==> config.mk <==
export PLATFORM = sky130hd
export DESIGN_NAME = seq_cla_subtractor
export DESIGN_NICKNAME = d
export VERILOG_FILES = /design/src/rtl/seq_cla_subtractor_pkg.sv /design/src/rtl/seq_cla_subtractor_cla4_slice.sv /design/src/rtl/seq_cla_subtractor.sv
export SDC_FILE = /design/constraint.sdc
export NUM_CORES = 1
export LEC_CHECK = 0
export ABC_AREA = 0
export CORE_MARGIN = 4
export CORE_UTILIZATION = 46
export DETAILED_ROUTE_END_ITERATION = 8
export GPL_TIMING_DRIVEN = 0
export PLACE_DENSITY = 0.8
export SLEW_MARGIN = 5
export SYNTH_ARGS = -nofsm -noshare
export SYNTH_HDL_FRONTEND = slang
export SYNTH_SLANG_ARGS = --single-unit
==> constraint.sdc <==
create_clock -name clk -period 2.5 [get_ports clk]
set_input_delay 0.5 -clock clk [delete_from_list [all_inputs] [get_ports clk]]
set_output_delay 0.5 -clock clk [all_outputs]
set_load 0.01 [all_outputs]
==> src/rtl/seq_cla_subtractor_pkg.sv <==
// Shared definitions for the nibble-serial CLA subtractor and its adder-side siblings.
// Holds the FSM state type, the slice width and the signed overflow rule.
package seq_cla_subtractor_pkg;

  typedef enum logic [1:0] {
    IDLE,
    RUN,
    DONE
  } state_e;

  localparam int SLICE_W = 4;

  // Two's-complement overflow of x + y = r, from sign bits only; a subtractor passes ~b's MSB as y.
  function automatic logic add_overflow(input logic x_msb, input logic y_msb, input logic r_msb);
    return (x_msb == y_msb) && (r_msb != x_msb);
  endfunction

endpackage

==> src/rtl/seq_cla_subtractor_cla4_slice.sv <==
// Combinational 4-bit carry-lookahead adder slice; all carries expanded from G/P and c0.
module cla4_slice (
  input  logic [3:0] x,
  input  logic [3:0] y,
  input  logic       c0,
  output logic [3:0] s,
  output logic       c4
);

  logic [3:0] g;
  logic [3:0] p;
  logic       c1;
  logic       c2;
  logic       c3;

  assign g = x & y;
  assign p = x ^ y;

  assign c1 = g[0] | (p[0] & c0);
  assign c2 = g[1] | (p[1] & g[0]) | (p[1] & p[0] & c0);
  assign c3 = g[2] | (p[2] & g[1]) | (p[2] & p[1] & g[0]) | (p[2] & p[1] & p[0] & c0);
  assign c4 = g[3] | (p[3] & g[2]) | (p[3] & p[2] & g[1]) | (p[3] & p[2] & p[1] & g[0])
            | (p[3] & p[2] & p[1] & p[0] & c0);

  assign s = p ^ {c3, c2, c1, c0};

endmodule

==> src/rtl/seq_cla_subtractor.sv <==
// Multi-cycle WIDTH-bit subtractor: diff = a - b - bin, one nibble per clock through a
// single CLA slice as a + ~b + carry, with the inter-nibble carry held in a register.
module seq_cla_subtractor
  import seq_cla_subtractor_pkg::*;
#(
  parameter int WIDTH = 16
) (
  input  logic             clk,
  input  logic             rst,
  input  logic             start,
  input  logic [WIDTH-1:0] a,
  input  logic [WIDTH-1:0] b,
  input  logic             bin,
  output logic             busy,
  output logic             done,
  output logic [WIDTH-1:0] diff,
  output logic             bout,
  output logic             overflow
);

  localparam int NSLICE = WIDTH / SLICE_W;
  localparam int IDX_W  = (NSLICE > 1) ? $clog2(NSLICE) : 1;
  localparam logic [IDX_W-1:0] LAST_IDX = IDX_W'(NSLICE - 1);

  if ((WIDTH < SLICE_W) || ((WIDTH % SLICE_W) != 0)) begin : g_bad_width
    $error("seq_cla_subtractor: WIDTH must be a positive multiple of 4");
  end

  state_e           state;
  state_e           state_nxt;
  logic [WIDTH-1:0] a_q;
  logic [WIDTH-1:0] b_q;
  logic [WIDTH-1:0] diff_q;
  logic [IDX_W-1:0] idx;
  logic             carry_q;
  logic             bout_q;
  logic             ovf_q;
  logic             last_nib;
  logic [3:0]       x_nib;
  logic [3:0]       y_nib;
  logic [3:0]       s_nib;
  logic             c4;

  assign last_nib = (idx == LAST_IDX);
  assign x_nib    = a_q[idx*SLICE_W +: SLICE_W];
  assign y_nib    = ~b_q[idx*SLICE_W +: SLICE_W];

  cla4_slice u_slice (
    .x  (x_nib),
    .y  (y_nib),
    .c0 (carry_q),
    .s  (s_nib),
    .c4 (c4)
  );

  always_ff @(posedge clk or posedge rst) begin
    if (rst) begin
      state <= IDLE;
    end else begin
      state <= state_nxt;
    end
  end

  always_comb begin
    state_nxt = state;
    unique case (state)
      IDLE:    if (start) state_nxt = RUN;
      RUN:     if (last_nib) state_nxt = DONE;
      DONE:    state_nxt = IDLE;
      default: state_nxt = IDLE;
    endcase
  end

  // Operand capture and nibble-serial datapath; results persist until the next accepted start.
  always_ff @(posedge clk or posedge rst) begin
    if (rst) begin
      a_q     <= '0;
      b_q     <= '0;
      diff_q  <= '0;
      idx     <= '0;
      carry_q <= 1'b0;
      bout_q  <= 1'b0;
      ovf_q   <= 1'b0;
    end else begin
      unique case (state)
        IDLE: begin
          if (start) begin
            a_q     <= a;
            b_q     <= b;
            carry_q <= ~bin;
            idx     <= '0;
          end
        end
        RUN: begin
          diff_q[idx*SLICE_W +: SLICE_W] <= s_nib;
          carry_q <= c4;
          idx     <= idx + 1'b1;
          if (last_nib) begin
            bout_q <= ~c4;
            ovf_q  <= add_overflow(a_q[WIDTH-1], ~b_q[WIDTH-1], s_nib[3]);
          end
        end
        default: ;
      endcase
    end
  end

  assign busy     = (state != IDLE);
  assign done     = (state == DONE);
  assign diff     = diff_q;
  assign bout     = bout_q;
  assign overflow = ovf_q;

endmodule

======== Yosys cells after proc, flatten, opt, wreduce, memory -nomap -nowiden ========
Index checks and enable logic that the tools add are counted.
storage, ports and cells
  register bits after elaboration ......... 55
  input bits .............................. 36
  output and inout bits ................... 20
operators by class
  $add $sub $neg .......................... 2
  eq/ne operators ......................... 7
  shift-type cells ........................ 4
  muxes and demuxes ....................... 8
  bitwise logic cells ..................... 33
  reductions and logical operators ........ 8
operator list
  kind                     count
  $neg 4->34               1
  $shift 4x34->16 const A  1
  $shiftx 4x34->16         1
  $shiftx 16x5->4          2
  $and 1x1->1              16
  $bwmux 16                1
  $or 1x1->1               10
  $pmux 2 s2               2
  $reduce_and 2->1         4
  $xor 4x4->4              2
  $mux 2                   3
  $and 4x4->4              1
  $eq 2x2->1 const B       2
  $ne 2x2->1 const B       2
  $not 4->4                1
  $reduce_bool 2->1        2
  $not 1->1                3
  $add 2x1->2 const B      1
  $eq 2x1->1 const B       1
  $logic_not 2->1          1
  $pmux 1 s2               1
  $eq 1x1->1               1
  $logic_and 1x1->1        1
  $mux 1                   1
  $ne 1x1->1               1

======== Depth between registers and ports, before layout ========
  depth after elaboration ................. 10
  mapped depth ............................ 8
  mapped depth without buffers ............ 7

======== Modules after synthesis ========
Synthesis repeated with hierarchy kept, for this count alone.
unflattened totals
  cells, all modules ...................... 180
  area, all modules ....................... 2686.3 um^2
by module, submodules not included
  module              instances  cells each  area an instance (um^2)  seq. area each (um^2)
  seq_cla_subtractor  1          163         2538.7                   1376.3
  cla4_slice          1          17          147.6                    0.0

======== Worst setup path after synthesis ========
OpenSTA, ideal clock, no wires.
  path type ............................... register -> register
  start point ............................. register idx[0]
  end point ............................... register ovf_q, in the netlist overflow
  arrival ................................. 2.296 ns
  required time ........................... 2.376 ns
  setup slack ............................. 0.080 ns
  stages on the path, launching flop included .. 8
  buffers on the path ..................... 1
  period minus slack after synthesis ...... 2.420 ns
  cell sequence ........................... dfrtp_1 buf_4 mux4_2 ha_1 o21ai_0 o21a_1 o31a_1 a211o_1
between the ends
  cells in the longest elaborated chain, start to end .. 10
  elaborated cells on any way between the ends .. 18
  classes of those cells .................. 2 x eq/ne; 2 x shift; 12 x bitwise; 2 x reduce/logical
RTL lines
  element                                                         line                                                                      source
  from (decl)                                                     seq_cla_subtractor.sv:34                                                  logic [IDX_W-1:0] idx;
  from (signal assigned)                                          seq_cla_subtractor.sv:97                                                  idx <= idx + 1'b1;
  $shiftx 16x5->4                                                 seq_cla_subtractor.sv:46                                                  assign y_nib = ~b_q[idx*SLICE_W +: SLICE_W];
  $not 4->4                                                       seq_cla_subtractor.sv:46
  $xor 4x4->4 / $and 4x4->4 (equally long branches)               seq_cla_subtractor_cla4_slice.sv:17, seq_cla_subtractor_cla4_slice.sv:16
  $and 1x1->1                                                     seq_cla_subtractor_cla4_slice.sv:21                                       assign c3 = g[2] | (p[2] & g[1]) | (p[2] & p[1] & g[0]) | (p[2] & p[1] & p[0] & c0);
  $or 1x1->1 / $and 1x1->1 (equally long branches) (2 in series)  seq_cla_subtractor_cla4_slice.sv:21
  $or 1x1->1                                                      seq_cla_subtractor_cla4_slice.sv:21
  $xor 4x4->4                                                     seq_cla_subtractor_cla4_slice.sv:25                                       assign s = p ^ {c3, c2, c1, c0};
  $ne 1x1->1                                                      seq_cla_subtractor_pkg.sv:15                                              return (x_msb == y_msb) && (r_msb != x_msb);
  $logic_and 1x1->1                                               seq_cla_subtractor_pkg.sv:15
  to (signal assigned)                                            seq_cla_subtractor.sv:100                                                 ovf_q <= add_overflow(a_q[WIDTH-1], ~b_q[WIDTH-1], s_nib[3]);
  to (decl)                                                       seq_cla_subtractor.sv:37                                                  logic ovf_q;
Parallel ways exist; a longest one is shown, timed or not.
A chain may end at the register's enable or synchronous reset.

======== Worst setup path in the final report ========
Ends and elaborated chain as after synthesis.

==> impl_metrics.json <==
{
  "worstPathRequired_ps": 2700,
  "dpl_cell_area_um2": 3280,
  "drive_above_1_share": 0.104,
  "clk_latency_ps": 310,
  "slew_violations": 0,
  "first_iter_violations": 121,
  "postSynthAreaPerCell_um2": 9.97,
  "syn-num-nets": 311,
  "pin_count": 56,
  "power.density_nw_per_um2": 1390,
  "tightest_slew_ps": 558,
  "die_y_um": 83.5,
  "drv_cap": 0,
  "drt_pass1_iterations": 4,
  "grt_pass1_wl_mm": 9.47,
  "fin_crit_ps": 2440,
  "irDropWorstVdd_mv": 0.725,
  "final_common_cell": "nand2_1",
  "endpoint_kind": "flip-flop",
  "final.setup_skew_ps": 5.68,
  "cp_max_fo": 10,
  "fillers": 480,
  "num_antenna_cells": 0,
  "cts_tree": "built",
  "drt-total-wl_mm": 5.58,
  "syn_area_um2": 2620,
  "start_kind": "flip-flop",
  "p_total_uw": 4760,
  "finalNetCount": 376,
  "hold_viol_final": 0,
  "power_leakage_uw": 0.00163,
  "crit_type": "reg -> reg",
  "design_area_um2": 3430,
  "drc": 0,
  "ant_nets": 0,
  "antenna_found_initial": 0,
  "dieArea_um2": 6970,
  "overflow": 0,
  "cts_made_buffers": 5,
  "final_cell_mix": "107 x nand2_1, 55 x clkdlybuf4s50_1, 54 x dfrtp_1",
  "postSynthCellCount": 263,
  "hold_path.class": "reg -> reg",
  "multi_input_area_um2": 1190,
  "grt_usage": 0.166,
  "core_um2": 5510,
  "yosysWarnings": 0,
  "area_delta_synth_final_pct": 30.8,
  "yosysUniqueCellTypes": 39,
  "synthArstFlopShare": 1.00,
  "worstPathArrival_ps": 2630,
  "setup_viol": 0,
  "synth_edf_count": 0,
  "vias": 2054,
  "slew_headroom": 0.628,
  "seq_area_um2": 1380,
  "fin_crit_sh": 0.974,
  "clock-sinks": 55,
  "htree_num_levels": 2,
  "root_buffer": "clkbuf_8",
  "cts_hold_buf": 0,
  "synth.ff_latch_count": 55,
  "ys_seq_area_frac": 0.525,
  "wl_per_cell_um": 14.0,
  "start_util": 0.476,
  "die_x_um": 83.5,
  "rows": 27,
  "clockBufferDepth": 2,
  "numPortBuffers": 55,
  "place_hpwl_mm": 4.25,
  "ys.flop_type": "dfrtp_1",
  "status": "complete, no violations",
  "grt_pass1_vias": 2093,
  "viasPerCell": 5.14,
  "clk_pin_slew_worst_paths_ps": 90,
  "place_congestion": 0.825,
  "fmax_mhz": 411,
  "grt_max_degree": 31
}
power by group:
| part | leakage [µW] | internal [µW] | switching (µW) |
|---|---|---|---|
| combinational | 0.000882 | 1220 | 1560 |
| clock | 0.0000470 | 218 | 275 |
| sequential | 0.000701 | 1270 | 224 |
| total | 0.00163 | 2710 | 2060 |
cells in the mapped netlist, types with 3 or more instances:
cell	n	area (µm²)
nand2b_1	3	18.8
a21oi_1	3	15.0
dfrtp_1	55	1380
clkbuf_1	4	15.0
o21ai_0	4	20.0
nor2_1	5	18.8
o31ai_1	3	22.5
a22o_1	9	78.8
mux4_2	8	180
inv_1	12	45.0
nand2_1	107	402
buf_2	4	20.0
ha_1	11	138
nand3_1	4	20.0
stage by stage:
stage / setup TNS (ps) / hold slack (ps) / instances / setup slack, ps / util
global route: -2.84 / 500 / 400 / -2.84 / 0.623
detailed placement: -1420 / 457 / 391 / -192 / 0.596
floorplan: 0 / 440 / 263 / 79.9 / -
global placement: -15970 / 453 / 390 / -275 / 0.593
CTS: 0 / 479 / 400 / 57.7 / 0.617
finish: 0 / 481 / 400 / 64.0 / 0.623
per-layer routing:
metal	part of all wire	global-route usage
met1	0.43	0.194
met2	0.51	0.300
met3	0.051	0.0434
met4	0.011	0.0497
met5	0	0
layout make-up:
type / count / area share
Tap cell: 72 / 0.0263
Clock buffer: 6 / 0.0241
Multi-Input combinational cell: 186 / 0.346
Buffer: 9 / 0.0157
Clock inverter: 1 / 0.00146
Inverter: 13 / 0.0142
Sequential cell: 55 / 0.402
Timing Repair Buffer: 58 / 0.171
flip-flops by register name, indices dropped and copies added (netlist names):
signal    cells
diff         16
state         2
overflow      1
b_q          16
carry_q       1
bout          1
a_q          16
idx           2
cell families after synthesis:
group,count (synthesis),synth area share
adders and majority gates,12,0.0601
xor gates and xnor gates,2,0.00668
buffers and inverters,22,0.0348
muxes,9,0.0730
AOI/OAI and AO/OA,29,0.0811
and+or+nand+nor,134,0.219
DFF,55,0.525
critical path: stages (launching register included):
cell and delay (ps):
dfrtp_2 410, buf_8 170, mux4_2 520, ha_1 370, o21ai_0 110, o21a_1 220, o31a_1 250, a211o_1 270
final timing paths:
kind / end / from / slack [ps] / cells after the start
setup / recovery: overflow / idx[0] / 60 / 7
hold / removal: a_q[9] / a_q[9] / 480 / 2
setup reg to reg: overflow / idx[0] / 60 / 7
hold reg to reg: a_q[9] / a_q[9] / 480 / 2
max in group asynchronous: b_q[0] / rst / 1400 / 3
min in group asynchronous: diff[7] / rst / 550 / 2
timing repair:
item / 4_1_cts / 5_1_grt
hold endpoints to repair: 0 / 0
gates resized for setup: 4 / 5
buffers inserted: 2 / 0
setup endpoints to repair: 12 / 6
(Power assumes the default switching activity.)
